**config.mk**
```make
export PLATFORM = sky130hd
export DESIGN_NAME = mem_arbiter
export DESIGN_NICKNAME = d
export VERILOG_FILES = /design/src/rtl/mem_arb_pkg.sv /design/src/rtl/mem_arb_rr.sv /design/src/rtl/mem_arbiter.sv
export SDC_FILE = /design/constraint.sdc
export NUM_CORES = 1
export LEC_CHECK = 0
export CORE_ASPECT_RATIO = 0.5
export CORE_UTILIZATION = 25
export CTS_CLUSTER_DIAMETER = 200
export DETAILED_ROUTE_END_ITERATION = 10
export PLACE_DENSITY = 0.59
export SYNTH_ARGS = -nofsm -noshare
export SYNTH_HDL_FRONTEND = slang
export SYNTH_SLANG_ARGS = --single-unit
```
**constraint.sdc**
```tcl
create_clock -name CLK -period 1.3 [get_ports CLK]
set_input_delay 0.195 -clock CLK [delete_from_list [all_inputs] [get_ports CLK]]
set_output_delay 0.195 -clock CLK [all_outputs]
set_load 0.005 [all_outputs]
```
**src/rtl/mem_arb_pkg.sv**
```systemverilog
// mem_arb_pkg: shared state encoding, size defaults and port indices for the program RAM arbiter
package mem_arb_pkg;
    typedef enum logic [2:0] {S_IDLE, S_LATCH, S_RD, S_WSETUP, S_WR, S_WHOLD, S_ACK} state_t;
    localparam int AW_DEF = 4;
    localparam int DW_DEF = 8;
    localparam logic PORT_C = 1'b0;
    localparam logic PORT_P = 1'b1;
endpackage

```
**src/rtl/mem_arb_rr.sv**
```systemverilog
// mem_arb_rr: two-input winner select with a registered last-grant pointer
module mem_arb_rr import mem_arb_pkg::*; #(
    parameter int P_PRIO = 0
) (
    input  logic CLK,
    input  logic nRST,
    input  logic c_req,
    input  logic p_req,
    input  logic grant,
    output logic win
);
    logic last;
    // on a tie the port not granted last time wins, unless P has fixed priority
    assign win = (c_req && p_req) ? ((P_PRIO != 0) ? PORT_P : ~last) : (p_req ? PORT_P : PORT_C);
    always_ff @(posedge CLK or negedge nRST)
        if (!nRST) last <= PORT_P;
        else if (grant) last <= win;
endmodule

```
**src/rtl/mem_arbiter.sv**
```systemverilog
// mem_arbiter: two-port arbiter and strobe sequencer for the 16 x 8 program RAM
module mem_arbiter import mem_arb_pkg::*; #(
    parameter int AW     = AW_DEF,
    parameter int DW     = DW_DEF,
    parameter int P_PRIO = 0
) (
    input  logic          CLK,
    input  logic          nRST,
    input  logic          C_REQ,
    input  logic          C_WE,
    input  logic [AW-1:0] C_ADDR,
    input  logic [DW-1:0] C_WDATA,
    input  logic          P_REQ,
    input  logic          P_WE,
    input  logic [AW-1:0] P_ADDR,
    input  logic [DW-1:0] P_WDATA,
    output logic          C_GNT,
    output logic          P_GNT,
    output logic          C_DONE,
    output logic          P_DONE,
    output logic [DW-1:0] RDATA,
    output logic          BUSY,
    output logic          nLm,
    output logic          nCE,
    output logic          nWE,
    output logic [AW-1:0] ABUS,
    output logic [DW-1:0] DOUT,
    output logic          DOE,
    input  logic [DW-1:0] DIN
);
    state_t state, nxt;
    logic   win, win_we, any_req, grant;

    assign any_req = C_REQ | P_REQ;
    assign grant   = (state == S_IDLE) && any_req;
    assign win_we  = (win == PORT_P) ? P_WE : C_WE;

    mem_arb_rr #(.P_PRIO(P_PRIO)) u_rr (
        .CLK   (CLK),
        .nRST  (nRST),
        .c_req (C_REQ),
        .p_req (P_REQ),
        .grant (grant),
        .win   (win)
    );

    always_ff @(posedge CLK or negedge nRST)
        if (!nRST) state <= S_IDLE;
        else state <= nxt;

    always_comb begin
        nxt = state;
        case (state)
            S_IDLE:   nxt = any_req ? (win_we ? S_WSETUP : S_LATCH) : S_IDLE;
            S_LATCH:  nxt = S_RD;
            S_RD:     nxt = S_ACK;
            S_WSETUP: nxt = S_WR;
            S_WR:     nxt = S_WHOLD;
            S_WHOLD:  nxt = S_ACK;
            default:  nxt = S_IDLE;
        endcase
    end

    // every output is decoded from the next state and registered, keeping strobes glitch-free
    always_ff @(posedge CLK or negedge nRST)
        if (!nRST) begin
            nLm    <= 1'b1;
            nCE    <= 1'b1;
            nWE    <= 1'b1;
            DOE    <= 1'b0;
            BUSY   <= 1'b0;
            C_DONE <= 1'b0;
            P_DONE <= 1'b0;
            C_GNT  <= 1'b0;
            P_GNT  <= 1'b0;
            ABUS   <= '0;
            DOUT   <= '0;
            RDATA  <= '0;
        end else begin
            nLm    <= nxt != S_LATCH;
            nCE    <= nxt != S_RD;
            nWE    <= nxt != S_WR;
            DOE    <= nxt inside {S_WSETUP, S_WR, S_WHOLD};
            BUSY   <= nxt != S_IDLE;
            C_DONE <= (nxt == S_ACK) && C_GNT;
            P_DONE <= (nxt == S_ACK) && P_GNT;
            if (grant) begin
                C_GNT <= win == PORT_C;
                P_GNT <= win == PORT_P;
                ABUS  <= (win == PORT_P) ? P_ADDR : C_ADDR;
                DOUT  <= (win == PORT_P) ? P_WDATA : C_WDATA;
            end else if (state == S_ACK) begin
                C_GNT <= 1'b0;
                P_GNT <= 1'b0;
            end
            if (state == S_RD) RDATA <= DIN;
        end
endmodule

```
Word level (Yosys, flattened, before mapping)
Index checks and enable logic that the tools add are counted.
Widths: inputs -> output; s select.

operators by class
  equal/unequal tests = 13
  multiplexer cells = 11
  bitwise logic cells = 3
  reduce and logical (&&, ||, !) cells = 9

operator list
  operator            count
  $eq 3x3->1 const B  6
  $pmux 3 s5          1
  $eq 3x2->1 const B  3
  $mux 8              1
  $mux 1              6
  $reduce_bool 3->1   2
  $logic_and 1x1->1   4
  $mux 2              2
  $mux 4              1
  $eq 3x1->1 const B  1
  $logic_not 3->1     1
  $ne 3x1->1 const B  1
  $ne 3x2->1 const B  1
  $ne 3x3->1 const B  1
  $not 1->1           2
  $reduce_bool 2->1   1
  $reduce_or 2->1     1
  $or 1x1->1          1

storage, ports and cells
  flip-flop bits (word level) = 33
  input port bits = 38
  output and inout port bits = 29
  logic and storage cells = 50

Logic depth before layout (Yosys ltp)
  depth in word-level cells = 8
  depth in mapped cells = 6
  depth with buffers taken out = 4

Hierarchy
A second synthesis with hierarchy kept.

second synthesis, totals
  cells, all modules = 102
  area, all modules = 1506.4 um^2

by module, submodules not included
  module       times used  cells an instance  area each (um^2)  sequential area each (um^2)
  mem_arbiter  1           99                 1453.9            804.5
  mem_arb_rr   1           3                  52.6              26.3

Worst setup path before layout
Ideal clock, no wire load.

  kind = register -> register
  start point = register state[1]
  end point = register ABUS[3]
  library setup time = 127 ps
  data arrival time = 1249 ps
  required time = 1173 ps
  path slack = -77 ps
  stages on the path, launching flop included = 7
  path buffers = 2
  period minus slack after synthesis = 1377 ps
  cell sequence = dfrtp_1 > buf_6 > nor3_4 > o21ai_2 > buf_6 > a222oi_1 > inv_1

on the way
  word-level cells in the longest chain between the ends = 2

ends and longest elaborated chain
  what                      RTL line           RTL
  start: declaration        mem_arbiter.sv:31  state_t state, nxt;
  start signal: assignment  mem_arbiter.sv:49  else state <= nxt;
  $logic_not 3->1           mem_arbiter.sv:35  assign grant = (state == S_IDLE) && any_req;
  $logic_and 1x1->1         mem_arbiter.sv:35
  end signal: assignment    mem_arbiter.sv:90  ABUS <= (win == PORT_P) ? P_ADDR : C_ADDR;
  end: declaration          mem_arbiter.sv:26  output logic [AW-1:0] ABUS,

Every way passes these cells.
A chain may end at the register's enable or synchronous reset.

Worst setup path after layout
  start point = register state[0]
  end point = register DOE

on the way
  word-level cells in the longest chain between the ends = 5
  elaborated cells between the ends (all ways) = 12
  those cells by class = eq/ne (8); mux (1); reduce/logical (3)

ends and longest elaborated chain
  what                                             RTL line           RTL
  $eq 3x2->1 / $eq 3x3->1 (equally long branches)  mem_arbiter.sv:53  case (state)
  $reduce_or 2->1 (no line)                        -
  $pmux 3 s5 *                                     mem_arbiter.sv:53
  $eq 3x2->1 / $eq 3x3->1 (equally long branches)  mem_arbiter.sv:83  DOE <= nxt inside {S_WSETUP, S_WR, S_WHOLD};
  $reduce_bool 3->1 *                              mem_arbiter.sv:83
  end signal: assignment                           mem_arbiter.sv:83
  end: declaration                                 mem_arbiter.sv:28  output logic DOE,

Every way passes the cells marked *; elsewhere a longest branch is shown, timed or not.

==> out/results.ini <==
[run_status]
outcome=finished with violations
violations=setup timing

[sta]
fin_crit_ns=1.38
holdWs_ns=0.280
slew_viol_final=0
max_freq_ghz=0.725
fin_crit_sh_pct=106
setup_slack_ns=-0.0802
worst_slew_pin_slew_ns=0.303
skew_ns=0.00780
hold_viol=0
setup_viol=18
relSlewSlack_pct=79.8
rsz0062_at_grt=yes

[yosys]
synth_cell_types=29
synth_area_um2=1370
seq_area_frac_synth_pct=60.6
syn-num-nets=143
avgSynthCellArea_um2=13.1
synth_edf_count=0
syn_inst=105
synth_top_family_by_area=compound AO/OA/AOI/OAI gates
synth_xor_area_share_pct=0.639
synth_compound_area_share_pct=14.6
async_reset_ff_share_pct=100
yosysWarningCount=0
ys.flop_type=dfrtp_1
ys_ff_latch=33
synthMuxAreaShare_pct=7.30
synthAdderAreaFrac_pct=0
synthSimpleGateAreaFrac_pct=9.03

[worst_setup_path]
worstSetupStartpoint=state[0]
worstPathRequired_ns=1.50
cp_max_fo=8
crit_path_start_kind=register
r2r-start=state[0]
r2r_setup_slack_ns=-0.08
critPathArrivalTime_ns=1.58
critPathKind=register to register
critPathCaptureType=register

[floorplan]
die-area_um2=5800
die_y_um=54.4
row_count=18
core_region_area_um2=5090
die_x_um=107
start_util_pct=26.9
ioPinCount=67

[route]
drtPass1Iterations=5
via_count=1159
drc=0
ant_nets=0
drt-initial-drc-count=70
wl_per_cell_um=13.9
routed_wl_um=3680
drt-vias-per-instance=4.37

[clocking]
cts_buffers=5
clk_path_buf_depth=2
root_buffer=clkbuf_8
clkSlewWorstSetupHoldPaths_ns=0.07
hold_buffers=0
cts_tree=yes
cts_num_sinks=33
insertion_delay_ns=0.28
htreeDepth=2

[power]
finalPower_mw=4.96
p_per_area_nw_per_um2=2090
leakagePower_nw=1.13
max-vdd-ir-drop_uv=704

[cells_and_area]
drive_gt1_share_pct=22.6
multiInputGateArea_um2=478
mostFrequentLayoutCells=37 x clkdlybuf4s50_1, 29 x dlygate4sd2_1, 27 x dfrtp_1, 16 x buf_4, 14 x inv_1
stdcell_count=265
antenna_cells=0
area_growth_pct=73.2
fill_cells=498
final_common_cell=clkdlybuf4s50_1
fin_util_pct=46.7
nets=232
fin_area_um2=2370
seq_area_um2=833

[job]
drv_cap=0

[global_routing]
grt_pass1_vias=1185
grt_max_degree=34
gr-total-overflow=0
grt_use_total_pct=13.8
antenna_found_initial=0
grt_pass1_wl_um=5930

[placed_design]
place_area_um2=2200
place_congestion=0.709
portBuffers=66
dp_hpwl_um=2630
dp_cells=249

[worst_hold_path]
hold_class=input port to asynchronous set/reset pin

## cells in the mapped netlist, types with 2 or more instances
| cell type | number | area (µm²) |
|---|---|---|
| nor2_1 | 4 | 15.0 |
| mux2_1 | 8 | 90.1 |
| dfrtp_1 | 29 | 726 |
| a222oi_1 | 12 | 120 |
| o21bai_1 | 2 | 15.0 |
| buf_2 | 2 | 10.0 |
| buf_6 | 4 | 45.0 |
| a21o_1 | 2 | 15.0 |
| and2_1 | 3 | 18.8 |
| nand3b_1 | 2 | 15.0 |
| inv_1 | 14 | 52.6 |
| nand2_1 | 3 | 11.3 |
| dfstp_2 | 4 | 105 |
## where the power goes
part	switching (mW)	internal, mW
Combinational	0.900	1.29
Clock	0.362	0.625
Sequential	0.254	1.53
## final cells by class
type / instances / area share [%]
multi-input cells: 54 / 20.1
well taps: 70 / 3.69
flip-flops and latches: 33 / 35.1
clock buffers: 7 / 3.64
inverters: 14 / 2.21
clock inverters: 1 / 1.26
repair buffers: 86 / 34.0
## final timing paths
kind | to | cells past startpoint
max | DOE | 6
min | DOE | 2
max reg2reg | DOE | 6
min reg2reg | RDATA[0] | 1
max in group asynchronous | u_rr.last | 2
min in group CLK | RDATA[0] | 1
## per-stage QoR
step	setup TNS, ns	setup WS, ns
finish	-0.644	-0.0802
global placement	-4.98	-0.320
detailed placement	-5.88	-0.347
global route	-2.41	-0.175
CTS	-0.727	-0.0788
floorplan	-0.425	-0.0559
## what timing repair did
action | CTS | global route
gates resized for setup | 37 | 3
endpoints found under the setup margin | 51 | 26
cloned | 2 | 0
setup buffers | 5 | 1
pin swaps | 13 | 8
## cells by family (layout without fill, tap and decap cells)
family,count (synthesis),count (layout)
compound gates,23,23
xor+xnor,1,1
mux,9,9
buf+inv,20,108
simple gates,19,21
flops,33,33
## flip-flops by register name (all words and copies together) (netlist names)
signal and flops:
nLm 1, state 3, P_DONE 1, RDATA 8, u_rr.last 1, P_GNT 1, nWE 1, C_GNT 1
DOE 1, nCE 1, ABUS 4, DOUT 8, BUSY 1, C_DONE 1
## critical path, stage by stage, from the launching register on
cell	delay, ns
dfrtp_2	0.44
nor3_4	0.22
o21ai_2	0.11
buf_6	0.15
buf_4	0.13
buf_6	0.11
o211ai_1	0.16
## per-layer routing
layer  vias to the layer above  GRT usage, %  wire length, µm
li1                        558             -                -
met1                       572          17.1             1630
met2                        23          23.7             1860
met3                         6          3.33              135
met4                         0          6.16               49
met5                         -             0                0
(Power assumes the default switching activity.)
==> variant, RTL diff (same settings) <==
Make the reset (`nRST`) synchronous in 3 clocked blocks.
--- a/src/rtl/mem_arb_rr.sv
+++ b/src/rtl/mem_arb_rr.sv
@@ -12,7 +12,7 @@
     logic last;
     // on a tie the port not granted last time wins, unless P has fixed priority
     assign win = (c_req && p_req) ? ((P_PRIO != 0) ? PORT_P : ~last) : (p_req ? PORT_P : PORT_C);
-    always_ff @(posedge CLK or negedge nRST)
+    always_ff @(posedge CLK)
         if (!nRST) last <= PORT_P;
         else if (grant) last <= win;
 endmodule
--- a/src/rtl/mem_arbiter.sv
+++ b/src/rtl/mem_arbiter.sv
@@ -44,7 +44,7 @@
         .win   (win)
     );
 
-    always_ff @(posedge CLK or negedge nRST)
+    always_ff @(posedge CLK)
         if (!nRST) state <= S_IDLE;
         else state <= nxt;
 
@@ -62,7 +62,7 @@
     end
 
     // every output is decoded from the next state and registered, keeping strobes glitch-free
-    always_ff @(posedge CLK or negedge nRST)
+    always_ff @(posedge CLK)
         if (!nRST) begin
             nLm    <= 1'b1;
             nCE    <= 1'b1;
Check against the original RTL: differs if nRST is asserted again (counterexample within 4 cycles, from zero or initial values and one cycle with nRST low); with nRST held inactive, the same outputs for 10 cycles.
==> variant against the original RTL <==
  * Die area is 0.98% lower
  * Setup slack better by 83 ps
  * Routed wire length down 2.6%
  * Sequential cell count stayed put
  * Maximum frequency rose by 6.4%
  * Cell area down 3.5%
  * Synthesized area decreased by 1.0%
Power is not compared: it rests on default switching activity, and its combinational part moved more than twofold at a synthesized area within 25%.
==> variant: results (changes against the original RTL) <==
[status]
status = finished clean  ; was finished with violations

[synth]
avgSynthCellArea_um2 = 10.4  ; was 13.1 µm²
yosys.cell_types.count = 32  ; was 29
synthTopCellsByCount = dfxtp_1 (33), nor2b_1 (20), a222oi_1 (12)  ; was dfrtp_1 (29), inv_1 (14), a222oi_1 (12)
ys_seq_area_frac = 0.487  ; was 0.606
synth_area_leaders = dfxtp_1 (49%), nor2b_1 (9.2%), a222oi_1 (8.8%), mux2i_1 (5.9%), buf_4 (2.2%)  ; was dfrtp_1 (53%), a222oi_1 (8.8%), dfstp_2 (7.7%), mux2_1 (6.6%), inv_1 (3.8%)
ys.flop_type = dfxtp_1  ; was dfrtp_1
synthArstFlopShare = 0  ; was 1.00
synth_warnings = 0  ; unchanged
synth_nets = 169  ; was 143

[place]
dp_slack_ps = -337  ; was -347 ps
gp_congestion = 0.749  ; was 0.709
place_area_um2 = 2150  ; was 2200 µm²
dp_cells = 270  ; was 249
hpwlAfterDp_um = 2630  ; about the same

[timing]
finalClockSkew_ps = 5.81  ; was 7.80 ps
max_slew_margin = 0.752  ; was 0.798

[setup_path]
crit_arrival_ps = 1460  ; was 1580 ps
cp_top_family = compound AO/OA/AOI/OAI gates  ; was flip-flops
critPathSlowestCell = dfxtp_2  ; was dfrtp_2
cp_max_fo = 12  ; was 8
cp_slowest_stage_delay_ps = 350  ; was 440 ps

[finish]
top_regs = DOUT: 8 flops, RDATA: 8 flops, ABUS: 4 flops  ; unchanged
nFillCells = 497  ; was 498
drive_gt1_frac = 0.187  ; was 0.226
layout.nets = 247  ; was 232
stdcell_count = 279  ; was 265

[grt]
grt_pass1_wl_um = 5650  ; was 5930 µm
grt_pass1_vias = 1171  ; was 1185

[drt]
drtIter0Drc = 83  ; was 70
drtPass1Iterations = 6  ; was 5
viasPerCell = 4.44  ; was 4.37
routed_wl_um = 3580  ; was 3680 µm

[min_path]
hold_path.class = in -> reg  ; was in -> async

==> variant: final timing paths <==
path                 start        to  slack (ps)  depth (start not counted)
hold / removal       P_REQ  state[0]         390                          3
setup reg to reg  state[2]   DOUT[4]           2                          4
hold reg to reg      C_GNT    C_DONE         440                          2
setup / recovery  state[2]   DOUT[4]           2                          4
==> variant: final cells by class <==
type,count,area (µm²),share of cell area
Sequential cell,33,672,0.293
Inverter,3,11.3,0.00492
Clock inverter,2,35.0,0.0153
Tap cell,70,87.6,0.0382
Clock buffer,5,68.8,0.0300
Multi-Input combinational cell,84,623,0.272
Timing Repair Buffer,82,793,0.346
==> variant: cells by family (layout without fill, tap and decap cells) <==
logic type,Yosys count,in the layout,synth area share
XOR/XNOR,1,1,0.00645
AND/OR/NAND/NOR,47,47,0.212
flip-flops,33,33,0.487
buffers and inverters,14,92,0.0710
multiplexers,8,8,0.0590
AO/OA/AOI/OAI,28,28,0.165
==> variant: worst min-delay path: cells and delay by family <==
family	cells	cell delay [ps]
compound gates	1	150
buf+inv	2	290
==> variant: timing repair <==
item	CTS	global route
buffers inserted	2	0
setup endpoints to repair	39	24
pin swaps	5	4
resized for setup	33	9
==> variant: metal layers <==
metal  wire length (µm)  track usage  vias up
li1                   -            -      627
met1               1680        0.161      578
met2               1690        0.220       30
met3                168       0.0363        5
met4                 38       0.0486        0
met5                  0            0        -
==> variant: power groups by stage <==
stage,Sequential [mW],Combinational (mW),Clock [mW]
after global placement,1.28,1.05,0
final,1.26,1.04,0.909
after floorplan,1.26,0.600,0
after global routing,1.29,1.13,0.994
after CTS,1.26,1.04,0.945
after detailed placement,1.28,1.07,0
